### config.mk
export PLATFORM = sky130hd
export DESIGN_NAME = muldiv_unit
export DESIGN_NICKNAME = d
export VERILOG_FILES = /design/src/rtl/muldiv_pkg.sv /design/src/rtl/muldiv_div_core.sv /design/src/rtl/muldiv_unit.sv
export SDC_FILE = /design/constraint.sdc
export NUM_CORES = 1
export LEC_CHECK = 0
export CORE_MARGIN = 5
export CORE_UTILIZATION = 61
export DETAILED_ROUTE_END_ITERATION = 6
export MAX_ROUTING_LAYER = met4
export PLACE_DENSITY = 0.91
export SLEW_MARGIN = 0
export SYNTH_ARGS = -nofsm -noshare
export SYNTH_HDL_FRONTEND = slang
export SYNTH_SLANG_ARGS = --single-unit
### constraint.sdc
create_clock -name clk -period 8.57 [get_ports clk]
set_clock_uncertainty 0.1 [all_clocks]
set_input_delay 1.714 -clock clk [delete_from_list [all_inputs] [get_ports clk]]
set_output_delay 1.714 -clock clk [all_outputs]
set_load 0.05 [all_outputs]
### src/rtl/muldiv_pkg.sv
// Shared definitions for the multiply/divide unit: op encodings, FSM states,
// default operand width.
package muldiv_pkg;

  localparam int DEFAULT_DATA_W = 32;

  localparam logic [2:0] OP_MULT  = 3'd0;
  localparam logic [2:0] OP_MULTU = 3'd1;
  localparam logic [2:0] OP_DIV   = 3'd2;
  localparam logic [2:0] OP_DIVU  = 3'd3;
  localparam logic [2:0] OP_MTHI  = 3'd4;
  localparam logic [2:0] OP_MTLO  = 3'd5;

  typedef enum logic [1:0] {
    IDLE = 2'd0,
    RUN  = 2'd1,
    DONE = 2'd2
  } state_t;

endpackage

### src/rtl/muldiv_div_core.sv
// Restoring divider datapath on unsigned magnitudes, one quotient bit per step.
module muldiv_div_core
  import muldiv_pkg::*;
#(
  parameter int DATA_W = DEFAULT_DATA_W
) (
  input  logic              clk,
  input  logic              rst,
  input  logic              load,
  input  logic              step,
  input  logic [DATA_W-1:0] dividend,
  input  logic [DATA_W-1:0] divisor,
  output logic [DATA_W-1:0] quotient,
  output logic [DATA_W-1:0] remainder
);

  logic [DATA_W-1:0] remReg;
  logic [DATA_W-1:0] quotReg;
  logic [DATA_W-1:0] divisorReg;
  logic [DATA_W:0]   shifted;
  logic [DATA_W:0]   diff;
  logic              takeBit;

  // The dividend is held in the quotient register and shifted out MSB first.
  assign shifted = {remReg, quotReg[DATA_W-1]};
  assign diff    = shifted - {1'b0, divisorReg};
  assign takeBit = shifted >= {1'b0, divisorReg};

  always_ff @(posedge clk) begin
    if (rst) begin
      remReg     <= '0;
      quotReg    <= '0;
      divisorReg <= '0;
    end else if (load) begin
      remReg     <= '0;
      quotReg    <= dividend;
      divisorReg <= divisor;
    end else if (step) begin
      remReg  <= takeBit ? diff[DATA_W-1:0] : shifted[DATA_W-1:0];
      quotReg <= {quotReg[DATA_W-2:0], takeBit};
    end
  end

  assign quotient  = quotReg;
  assign remainder = remReg;

endmodule

### src/rtl/muldiv_unit.sv
// Iterative HI/LO multiply/divide unit; signed ops run on magnitudes with a
// sign fix-up at commit. Divider present only when MULDIV_DIV_EN is defined.
module muldiv_unit
  import muldiv_pkg::*;
#(
  parameter int DATA_W = DEFAULT_DATA_W
) (
  input  logic              clk,
  input  logic              rst,
  input  logic              start_i,
  input  logic [2:0]        op_i,
  input  logic [DATA_W-1:0] a_i,
  input  logic [DATA_W-1:0] b_i,
  input  logic              flush_i,
  output logic              busy_o,
  output logic              done_o,
  output logic [DATA_W-1:0] hi_o,
  output logic [DATA_W-1:0] lo_o
);

  localparam int CNT_W = $clog2(DATA_W + 1);

  state_t              stateReg, stateNext;
  logic [CNT_W-1:0]    cntReg;
  logic [DATA_W-1:0]   hiReg, loReg;
  logic [DATA_W-1:0]   mcandReg;
  logic [2*DATA_W-1:0] prodReg;
  logic                negProdReg;

  logic                isMulOp, isDivOp, signedOp, skipFix;
  logic                reqValid, accept, mtWrite, lastIter;
  logic [DATA_W-1:0]   aMag, bMag;
  logic [DATA_W:0]     addSum;
  logic [2*DATA_W-1:0] prodFix;
  logic [DATA_W-1:0]   commitHi, commitLo;

  assign isMulOp  = (op_i == OP_MULT) || (op_i == OP_MULTU);
  assign signedOp = (op_i == OP_MULT) || (op_i == OP_DIV);

`ifdef MULDIV_DIV_EN
  // Signed divide-by-zero keeps the raw magnitude result, so no fix-up.
  assign isDivOp = (op_i == OP_DIV) || (op_i == OP_DIVU);
  assign skipFix = isDivOp && (b_i == '0);
`else
  assign isDivOp = 1'b0;
  assign skipFix = 1'b0;
`endif

  assign reqValid = (stateReg == IDLE) && start_i && !flush_i;
  assign accept   = reqValid && (isMulOp || isDivOp);
  assign mtWrite  = reqValid && ((op_i == OP_MTHI) || (op_i == OP_MTLO));
  assign lastIter = cntReg == CNT_W'(DATA_W - 1);

  assign aMag = (signedOp && a_i[DATA_W-1]) ? -a_i : a_i;
  assign bMag = (signedOp && b_i[DATA_W-1]) ? -b_i : b_i;

  // Shift-add step: add multiplicand into the upper half when the current
  // multiplier bit (prodReg LSB) is set, then shift the whole product right.
  assign addSum = {1'b0, prodReg[2*DATA_W-1:DATA_W]}
                + (prodReg[0] ? {1'b0, mcandReg} : '0);

`ifdef MULDIV_DIV_EN
  logic              isDivReg, negRemReg;
  logic [DATA_W-1:0] divQuot, divRem;

  muldiv_div_core #(.DATA_W(DATA_W)) divCore (
    .clk       (clk),
    .rst       (rst),
    .load      (accept && isDivOp),
    .step      (stateReg == RUN),
    .dividend  (aMag),
    .divisor   (bMag),
    .quotient  (divQuot),
    .remainder (divRem)
  );

  always_ff @(posedge clk) begin
    if (rst) begin
      isDivReg  <= 1'b0;
      negRemReg <= 1'b0;
    end else if (accept) begin
      isDivReg  <= isDivOp;
      negRemReg <= isDivOp && signedOp && a_i[DATA_W-1] && !skipFix;
    end
  end
`endif

  always_comb begin
    stateNext = stateReg;
    case (stateReg)
      IDLE:    if (accept) stateNext = RUN;
      RUN:     if (flush_i) stateNext = IDLE;
               else if (lastIter) stateNext = DONE;
      DONE:    stateNext = IDLE;
      default: stateNext = IDLE;
    endcase
  end

  always_comb begin
    prodFix  = negProdReg ? -prodReg : prodReg;
    commitHi = prodFix[2*DATA_W-1:DATA_W];
    commitLo = prodFix[DATA_W-1:0];
`ifdef MULDIV_DIV_EN
    if (isDivReg) begin
      commitLo = negProdReg ? -divQuot : divQuot;
      commitHi = negRemReg ? -divRem : divRem;
    end
`endif
  end

  always_ff @(posedge clk) begin
    if (rst) begin
      stateReg   <= IDLE;
      cntReg     <= '0;
      hiReg      <= '0;
      loReg      <= '0;
      mcandReg   <= '0;
      prodReg    <= '0;
      negProdReg <= 1'b0;
    end else begin
      stateReg <= stateNext;
      case (stateReg)
        IDLE: begin
          cntReg <= '0;
          if (accept) begin
            mcandReg   <= aMag;
            prodReg    <= {{DATA_W{1'b0}}, bMag};
            negProdReg <= signedOp && (a_i[DATA_W-1] ^ b_i[DATA_W-1]) && !skipFix;
          end
          if (mtWrite && (op_i == OP_MTHI)) hiReg <= a_i;
          if (mtWrite && (op_i == OP_MTLO)) loReg <= a_i;
        end
        RUN: begin
          cntReg  <= cntReg + 1'b1;
          prodReg <= {addSum, prodReg[DATA_W-1:1]};
        end
        DONE: begin
          cntReg <= '0;
          hiReg  <= commitHi;
          loReg  <= commitLo;
        end
        default: cntReg <= '0;
      endcase
    end
  end

  assign busy_o = stateReg == RUN;
  assign done_o = stateReg == DONE;
  assign hi_o   = hiReg;
  assign lo_o   = loReg;

endmodule

; ---- Word level (Yosys, flattened, before mapping)
; Cells that the tools add are included.
[word_totals]
elab_cells = 62
inputBits = 71
register_bits = 169
output_inout_bits = 66
[op_classes]
n_mux = 14
n_eq_ne = 11
bitwise_logic = 2
add_sub_neg = 5
n_reduce_logical = 23
[ops]
columns = operator, count
row1 = 2-to-1 mux 32 bit, 5
row2 = 2-to-1 mux 64 bit, 2
row3 = case mux 32 bit (2 select lines), 2
row4 = case mux 64 bit (2 select lines), 1
row5 = negation 32 bit, 2
row6 = negation 64 bit, 1
row7 = adder 32 x 32 -> 33 bit, 1
row8 = AND reduction 2 bit, 5
row9 = logical AND 1 bit, 9
row10 = "adder 6 x 1 -> 6 bit, second input constant", 1
row11 = "equality test 3 bit, second input constant", 2
row12 = "equality test 6 x 5 -> 1 bit, second input constant", 1
row13 = 2-to-1 mux 2 bit, 3
row14 = "inequality test 2 x 1 -> 1 bit, second input constant", 2
row15 = case mux 2 bit (2 select lines), 1
row16 = nonzero test 2 bit, 2
row17 = "equality test 3 x 1 -> 1 bit, second input constant", 1
row18 = "equality test 3 x 2 -> 1 bit, second input constant", 1
row19 = logical NOT 3 bit, 1
row20 = logical OR 1 bit, 3
row21 = "inequality test 3 x 2 -> 1 bit, second input constant", 1
row22 = "equality test 2 x 1 -> 1 bit, second input constant", 1
row23 = "equality test 2 bit, second input constant", 1
row24 = logical NOT 2 bit, 1
row25 = 5 further kinds, 5

; ---- Longest topological paths before layout
; Gate-level depths: netlist of the first run.
[logic_depth]
word_depth = 7
depth_mapped = 12
mapped_depth_nobuf = 11

; ---- Worst setup path before layout of the first run
; No wires, ideal clock.
[synth_timing]
path_type = input to register
start = input a_i[11]
end = register mcandReg[27]
required_ns = 8.400
arrival_time_ns = 3.622
path_slack_ns = 4.778
path_stages = 7
path_buffers = 0
path_cell_list = or4_1 -> nor4_2 -> nand4b_1 -> o31ai_1 -> xnor2_1 -> nand2_1 -> a21oi_1
[synth_between]
elab_chain_len = 2
[synth_rtl]
columns = element, line
row1 = from (decl), muldiv_unit.sv:12  ; input logic [DATA_W-1:0] a_i,
row2 = negation 32 bit, muldiv_unit.sv:54  ; assign aMag = (signedOp && a_i[DATA_W-1]) ? -a_i : a_i;
row3 = 2-to-1 mux 32 bit, muldiv_unit.sv:54
row4 = to (signal assigned), muldiv_unit.sv:126  ; mcandReg <= aMag;
row5 = to (decl), muldiv_unit.sv:26  ; logic [DATA_W-1:0] mcandReg;
; Every way passes these cells.
; A chain may end at the register's enable or synchronous reset.

; ---- Worst setup path in the final report of the first run
[layout_timing]
start = input a_i[5]
end = register mcandReg[27]
; Same word-level chain as after synthesis.

==> results of run 1 <==
==> placed cells by master (no fill, tap or decap), types with 7 or more instances in the layout <==
master	instances
o41ai_1	22
o22ai_1	43
or3_1	19
a221oi_1	7
clkdlybuf4s50_1	135
nor3_1	26
nand3_1	32
inv_1	26
nand2_1	134
nor4_1	10
and3_1	18
nand2b_1	14
nand4_1	18
xor2_1	62
a31oi_1	18
buf_4	15
dfxtp_1	168
o21ai_0	70
ha_1	36
mux2i_1	29
a21oi_1	124
or4_1	15
a22oi_1	43
nor2_1	129
or2_2	8
o31ai_1	23
and2_1	38
inv_6	7
clkbuf_16	17
a211oi_1	52
xnor2_1	81
==> registers in the layout (all words and copies together) (netlist names) <==
signal      count
stateReg        2
hi_o           32
cntReg          6
negProdReg      1
lo_o           32
mcandReg       32
prodReg        64
==> logic make-up after synthesis <==
family | synth area share [%]
AND/OR/NAND/NOR | 21.5
AO/OA/AOI/OAI | 25.4
flip-flops | 30.5
XOR/XNOR | 11.3
buffers and inverters | 4.36
adder cells (fa/ha/maj) | 4.25
multiplexers | 2.72
==> final timing paths <==
path / end / slack, ps / from
worst max-delay path: mcandReg[27] / 3980 / a_i[5]
worst min-delay path: mcandReg[30] / 360 / mcandReg[30]
worst max register to register: prodReg[61] / 4560 / prodReg[0]
worst min register to register: mcandReg[30] / 360 / mcandReg[30]
==> per-stage QoR <==
step,hold WS [ps],cell area (um2)
6_report,356,13000
4_1_cts,354,13000
3_3_place_gp,325,12500
5_1_grt,384,13000
2_1_floorplan,313,11100
3_5_place_dp,344,12500
==> critical path: cells and delay by family <==
kind | cells | cell delay [ps]
and+or+nand+nor | 4 | 1970
AOI/OAI and AO/OA | 2 | 520
buffers and inverters | 1 | 490
xor gates and xnor gates | 1 | 160
==> cell type report <==
class	count	area (um2)	area share, %
multi-input cells	1134	7240	55.6
well taps	229	287	2.20
clock inverters	14	113	0.865
repair buffers	150	1460	11.2
flip-flops and latches	169	3380	26.0
clock buffers	18	429	3.30
inverters	27	101	0.778
==> power groups by stage <==
stage / sequential [uW] / combinational (uW) / clock (uW)
global placement: 828 / 233 / 0
CTS: 811 / 240 / 729
detailed placement: 829 / 237 / 0
floorplan: 836 / 128 / 0
global route: 812 / 261 / 763
finish: 812 / 247 / 733
==> metal layers <==
layer	part of all wire, %	up-vias	track usage [%]
li1	-	5362	-
met1	40	5490	47.7
met2	44	799	54.5
met3	11	154	6.74
met4	5.1	0	18.2
met5	0	-	-
==> impl_results.md, run 1 <==
- CP Class: in -> reg
- Most frequently used flop master after synthesis: dfxtp_1
- RSZ-0062 raised after global routing: no
- Post-synthesis cell count: around 1400
- DRC errors left: 0
- Max-slew headroom: 14.4%
- Top-area cell type share of the netlist area: 30.5%
- Setup crit end kind: register
- CP max stage cell: nor3b_1
- Pin count of the biggest net entering global routing: 76
- I/O pin cnt: around 140
- Post-CTS Setup Inserts: 0
- Starting Density: roughly three fifths
- Post-route ant nets: 0
- Worst slew pin tran: between 1000 and 1500 ps
- Synthesized area: 11100 um2
- Slowest stage delay, CP: 950 ps
- Setup tns final: 0 ps
- CP Data Required Time: between 8000 and 9000 ps
- Max Clock Freq: approximately 220 MHz
- CTS tree: done
- Placed Cells: ~1700
- Top cells by area, synth: dfxtp_1 31%, xnor2_1 6.4%, a21oi_1 5.6%
- Die height: 145 um
- Synth warnings: 0
- Initial antenna violation count: 0
- FILL cells: roughly 1400
- Detailed Route WL: roughly 38 mm
- Pins Over Slew Limit: 0
- Max_cap viols: 0
- Hold path cells: 2
- CP startpoint kind: input pin
- Power Total: about 1800 uW
- Drt first pass iters: 6
- Final worst slack: about 4000 ps
- Worst skew pair latency: 440 ps
- IO Port Bufs: between 100 and 150
- Post-CTS Hold Buffers: 0
- Fin crit share: 53.6%
- CP arrival: ~4900 ps
- Int Power: 1270 uW
- Most instantiated library cell after synthesis: dfxtp_1
- H-tree Lvls: 4
- Dpl ws: 3640 ps
- Synth unique cells: 65
- Post-synth EDFFs: 0
- N_diodes: 0
- Bufs on Longest Clock Path: 2
- Global route overflow: 0
- Syn-to-layout area delta: 17.5%
- Outcome: complete, no violations
- Post-Syn Nets: roughly 1500
- Vias: 11805
- CTS resizes: 0
- Cell Pwr Density: 138 nW/um2
- GPL Wtd Cong: about 1
- Switching share of total power: between 20 and 30%
- Core Area: 17900 um2
- First-pass GRT wire length: roughly 59 mm
- Flop pwr share: between 40% and 50%
- FP Rows: 49
- P_leak: 0.00488 uW
- Clk root buf: clkbuf_16
- Tmin final: 4590 ps
- Die X: around 140 um
- Overall routing resource usage: between 30% and 40%
- Layout cells sized above 1: approximately 4.8%
- Final setup vio count: 0
- Layout Utilization: between 70% and 80%
- Vias in the first global route: approximately 11000
- Register-to-Register Path Depth: 11
- CP Max Fanout: 7
- Dpl hpwl: ~27 mm
- Worst-path clk slew: roughly 60 ps
- Combinational Power Share: roughly 14%
- Routed wire per std cell: 21.9 um
- Non-Filler Instances: roughly 1700
- Max rail drop VDD: 0.171 mV
- Nets: between 1500 and 2000
- Syn_area_per_cell: roughly 7.7 um2
- DR iter-0 viols: 1509
- Register bit total from synthesis: approximately 170
- Sequential share of the synthesized area: a little under a third
- Hold Path Class: reg -> reg
- Vias per inst: between 6 and 7
- Cells along the critical path: clkdlybuf4s50_1 > or4_1 > nor3b_1 > nand4b_1 > o31ai_1 > xnor2_1 > nand2_1 > a21oi_1
- Synth cell count leaders: 169 x dfxtp_1, 134 x nand2_1, 132 x nor2_1
- Sw power: between 500 and 600 uW
- Clk network pwr share: 40.9%
- Die ar.: approximately 21000 um2
- Cell taking the most area after synthesis: dfxtp_1
- Fraction of registers with async set/reset: 0%
- CTS Sinks: roughly 170
- Hold Vio Cnt, Final: 0
- TritonCTS Buffers: 17
No activity file was read; power rests on OpenSTA's default activity.
==> inputs of run 2 (changes only) <==
--- a/config.mk
+++ b/config.mk
@@ -6,10 +6,10 @@
 export NUM_CORES = 1
 export LEC_CHECK = 0
 export CORE_MARGIN = 5
-export CORE_UTILIZATION = 61
+export CORE_UTILIZATION = 51
 export DETAILED_ROUTE_END_ITERATION = 6
 export MAX_ROUTING_LAYER = met4
-export PLACE_DENSITY = 0.91
+export PLACE_DENSITY = 0.82
 export SLEW_MARGIN = 0
 export SYNTH_ARGS = -nofsm -noshare
 export SYNTH_HDL_FRONTEND = slang
==> constraint.sdc (replaced) <==
create_clock -name clk -period 4.11 [get_ports clk]
set_clock_uncertainty 0.1 [all_clocks]
set_input_delay 0.822 -clock clk [delete_from_list [all_inputs] [get_ports clk]]
set_output_delay 0.822 -clock clk [all_outputs]
set_load 0.05 [all_outputs]
==> impl_results.md, run 2 (synthesis results as in run 1) <==
- Outcome: complete, but fails checks
- Failing checks: DRC
- DR iter-0 viols: 1323
- Met3 routed WL: 3.51 mm
- Post-route ant nets: 0
- Die height: approximately 160 um
- CP startpoint kind: register
- Starting Density: 51.3%
- DRC errors left: 1
- Final setup vio count: 0
- DR top layer: met4
- Die ar.: roughly 25000 um2
- Global route overflow: 0
- Clk root buf: clkbuf_16
- Worst hold slack: 343 ps
- Worst-path clk slew: ~70 ps
- Post-CTS Setup Inserts: 0
- CTS resizes: 0
- CP Data Required Time: approximately 4300 ps
- Bufs on Longest Clock Path: 2
- Overall routing resource usage: 31.1%
- Die X: 157 um
- DR WL met2: between 15 and 20 mm
- FILL cells: approximately 2000
- Max_cap viols: 0
- Layout cells sized above 1: under 10%
- CTS Sinks: 169
- Max-slew headroom: between 20% and 30%
- Biggest register: prodReg
- Dpl hpwl: ~28 mm
- CP Class: reg -> reg
- Vias per inst: about 6.3
- Syn-to-layout area delta: 19.8%
- Layout Utilization: around three fifths
- Setup crit end kind: register
- First-pass GRT wire length: 59.4 mm
- Routed length on met1: between 15 and 20 mm
- Vias in the first global route: around 11000
- Vias: approximately 11000
- Largest register FFs: 64
- CP Max Fanout: 18
- H-tree Lvls: 4
- TritonCTS Buffers: 17
- Initial antenna violation count: 1
- Commonest non-fill, non-tap cell in the layout: dfxtp_1
- Tmin final: 3520 ps
- Detailed Route WL: roughly 38 mm
- Fin crit share: ~86%
- Routed wire per std cell: 21.0 um
- Register-to-Register Path Depth: 11
- CP arrival: around 3700 ps
- RSZ-0062 raised after global routing: no
- Post-CTS Hold Buffers: 0
- Max rail drop VDD: roughly 0.24 mV
- Cell Pwr Density: between 200 and 300 nW/um2
- Worst slew pin tran: 1110 ps
- CTS tree: done
- FP Rows: 54
- Max Clock Freq: around 280 MHz
- Setup tns final: 0 ps
- I/O pin cnt: 137
- Pins Over Slew Limit: 0
- Drt first pass iters: 7
- IO Port Bufs: ~140
- Core Area: between 20000 and 25000 um2
- Nets: about 1600
- Pin count of the biggest net entering global routing: 68
- Hold path cells: 1
- Worst skew pair latency: 450 ps
- GPL Wtd Cong: ~1
- Hold Path Class: reg -> reg
- P_leak: between 0.004 and 0.005 uW
- Hold Vio Cnt, Final: 0
- Most frequent cells in the layout: 168 x dfxtp_1, 135 x clkdlybuf4s50_1, 134 x nand2_1
[run 2: cell count changes in the layout (fill, tap and decap cells not counted)]
| cell | before | now |
|---|---|---|
| clkinvlp_4 | 2 | 3 |
| diode_2 | 0 | 1 |
| buf_4 | 15 | 35 |
| clkbuf_1 | 1 | 0 |
| inv_8 | 0 | 5 |
| inv_6 | 7 | 3 |
| clkinv_4 | 3 | 2 |
| clkinv_8 | 0 | 2 |
| clkinv_2 | 2 | 0 |
[run 2: metal layers]
layer | up-vias | GRT usage (%)
met5 | - | -
met2 | 620 | 46.6
li1 | 5396 | -
met1 | 5338 | 41.6
met3 | 105 | 4.73
met4 | 0 | 13.7
[run 2: critical path, stage by stage, from the launching register on]
cell      delay [ps]
dfxtp_1          690
and2_1           220
ha_1             180
inv_1             60
fa_1             370
nor2b_1          240
o2111a_1         330
o21ai_0          170
a21oi_1          300
a211o_1          240
nand3_1          100
o41ai_1          380
[run 2: power breakdown]
part | internal, uW | switching, uW
sequential | 1660 | 27.6
clock | 811 | 804
combinational | 204 | 336
total | 2680 | 1170
[run 2: layout make-up]
class	count	area (um2)	share of cell area (%)
clock inverters	15	155	1.17
repair buffers	170	1610	12.2
flip-flops and latches	169	3380	25.5
diodes	1	2.50	0.0189
multi-input cells	1134	7240	54.6
clock buffers	17	425	3.20
inverters	27	101	0.763
well taps	280	350	2.64
[run 2: stage by stage]
step | area, um2 | setup slack, ps | total power (uW) | std cells
final | 13300 | 587 | 3850 | 1813
after global routing | 13300 | 400 | 3940 | 1813
after CTS | 13300 | 692 | 3830 | 1812
after detailed placement | 12700 | 504 | 2250 | 1780
after global placement | 12700 | 615 | 2240 | 1780
after floorplan | 11100 | 1120 | 2010 | 1431
[run 2: final timing paths]
check | to | startpoint | slack, ps
max | prodReg[63] | prodReg[0] | 590
min | cntReg[0] | cntReg[0] | 340
max reg2reg | prodReg[63] | prodReg[0] | 590
min reg2reg | cntReg[0] | cntReg[0] | 340
==> inputs of run 3 (changes only) <==
--- a/config.mk
+++ b/config.mk
@@ -6,10 +6,10 @@
 export NUM_CORES = 1
 export LEC_CHECK = 0
 export CORE_MARGIN = 5
-export CORE_UTILIZATION = 51
+export CORE_UTILIZATION = 61
 export DETAILED_ROUTE_END_ITERATION = 6
 export MAX_ROUTING_LAYER = met4
-export PLACE_DENSITY = 0.82
+export PLACE_DENSITY = 0.91
 export SLEW_MARGIN = 0
 export SYNTH_ARGS = -nofsm -noshare
 export SYNTH_HDL_FRONTEND = slang
==> constraint.sdc (replaced) <==
create_clock -name clk -period 4.45 [get_ports clk]
set_clock_uncertainty 0.1 [all_clocks]
set_input_delay 0.89 -clock clk [delete_from_list [all_inputs] [get_ports clk]]
set_output_delay 0.89 -clock clk [all_outputs]
set_load 0.05 [all_outputs]
==> impl_results.md, run 3 (synthesis results as in run 1) <==
- Initial antenna violation count: 0
- Overall routing resource usage: a little over a third
- Routed wire per std cell: ~22 um
- Cell Pwr Density: between 200 and 300 nW/um2
- Core Area: between 15000 and 20000 um2
- P_leak: between 0.004 and 0.005 uW
- Max rail drop VDD: around 0.30 mV
- DRC errors left: 0
- Bufs on Longest Clock Path: 2
- Fin crit share: ~85%
- RSZ-0062 raised after global routing: no
- Worst hold slack: 351 ps
- Commonest non-fill, non-tap cell in the layout: dfxtp_1
- Worst Min Path Start: mcandReg[28]
- Clk network pwr share: approximately two fifths
- CTS tree: done
- Critical Path Start: prodReg[0]
- Sw power: approximately 1100 uW
- Post-route ant nets: 0
- Worst skew pair latency: about 450 ps
- DR iter-0 viols: 1449
- Starting Density: 61.9%
- Crit Reg-Reg Startpoint: prodReg[0]
- Outcome: complete, no violations
- Detailed Route WL: ~38 mm
- Most frequent cells in the layout: 168 x dfxtp_1, 135 x clkdlybuf4s50_1, 134 x nand2_1
- First-pass GRT wire length: 58.5 mm
- Setup crit end kind: register
- Int Power: about 2500 uW
- Max_cap viols: 0
- Clk root buf: clkbuf_16
- GPL Wtd Cong: ~1
- Max-slew headroom: roughly a quarter
- IO Port Bufs: approximately 140
- Pin count of the biggest net entering global routing: 104
- Post-CTS Hold Buffers: 0
- N_diodes: 0
- Hold Vio Cnt, Final: 0
- Max Clock Freq: 266 MHz
- TritonCTS Buffers: 17
- H-tree Lvls: 4
- Tmin final: 3760 ps
- Die ar.: 21000 um2
- CTS resizes: 0
- Syn-to-layout area delta: 18.3%
- FILL cells: between 1000 and 1500
- Nets: 1613
- Final setup vio count: 0
- Flop pwr share: ~44%
- CTS Sinks: around 170
- Setup tns final: 0 ps
- CP Class: reg -> reg
- CP Data Required Time: 4700 ps
- Global route overflow: 0
- Vias in the first global route: approximately 11000
- Pins Over Slew Limit: 0
- Post-CTS Setup Inserts: 0
- Vias: approximately 12000
- FP Rows: slightly below 50
- I/O pin cnt: 137
- Die height: 145 um
- Die X: 145 um
- Worst slew pin tran: about 1100 ps
- CP startpoint kind: register
- Dpl hpwl: roughly 28 mm
- Vias per inst: between 6 and 7
- Layout cells sized above 1: under 10%
- CP Max Fanout: 17
- Hold Path Class: reg -> reg
- Combinational Power Share: 13.8%
- Drt first pass iters: 6
- Largest register FFs: 64
- Switching share of total power: between 30% and 40%
- Biggest register: prodReg
- CP arrival: 4020 ps
- Power Total: 3530 uW
- Worst-path clk slew: about 70 ps
-- run 3: path summary, 6_finish.rpt --
| kind | end | slack (ps) | cells after the start |
|---|---|---|---|
| worst min register to register | mcandReg[28] | 350 | 2 |
| worst max-delay path | prodReg[53] | 690 | 11 |
| worst max register to register | prodReg[53] | 690 | 11 |
| worst min-delay path | mcandReg[28] | 350 | 2 |
-- run 3: area by class of cell --
cell class	instances	area (um2)	area share (%)
Clock buffer	17	425	3.25
Inverter	27	101	0.773
Sequential cell	169	3380	25.8
Tap cell	229	287	2.19
Timing Repair Buffer	156	1520	11.6
Clock inverter	15	150	1.15
Multi-Input combinational cell	1134	7240	55.2
-- run 3: through the flow --
step | std cells | util (%) | cell area (um2) | setup slack, ps
floorplan | 1431 | - | 11100 | 1460
global placement | 1715 | 70.0 | 12500 | 579
detailed placement | 1715 | 70.0 | 12500 | 503
CTS | 1747 | 73.2 | 13100 | 819
global route | 1747 | 73.2 | 13100 | 521
finish | 1747 | 73.2 | 13100 | 689
-- run 3: power by group through the flow --
stage	clock [uW]	sequential, uW	combinational [uW]
detailed placement	0	1600	468
floorplan	0	1610	247
CTS	1470	1560	471
finish	1480	1560	485
global route	1540	1560	511
global placement	0	1590	457
-- run 3: layer usage --
layer	up-vias	global-route usage, %	share of wire [%]
li1	5371	-	-
met1	5436	47.3	39
met2	830	54.9	44
met3	170	7.10	11
met4	0	18.2	5.4
met5	-	-	0
-- run 3: critical path, stage by stage (launching register included) --
cell and delay, ps:
dfxtp_1 690, and2_1 230, ha_1 190, inv_1 70, fa_1 410, nor2b_1 280, o2111a_1 370, o21ai_0 170
a211oi_1 360, o21ai_0 370, xor2_1 250, o21ai_0 170
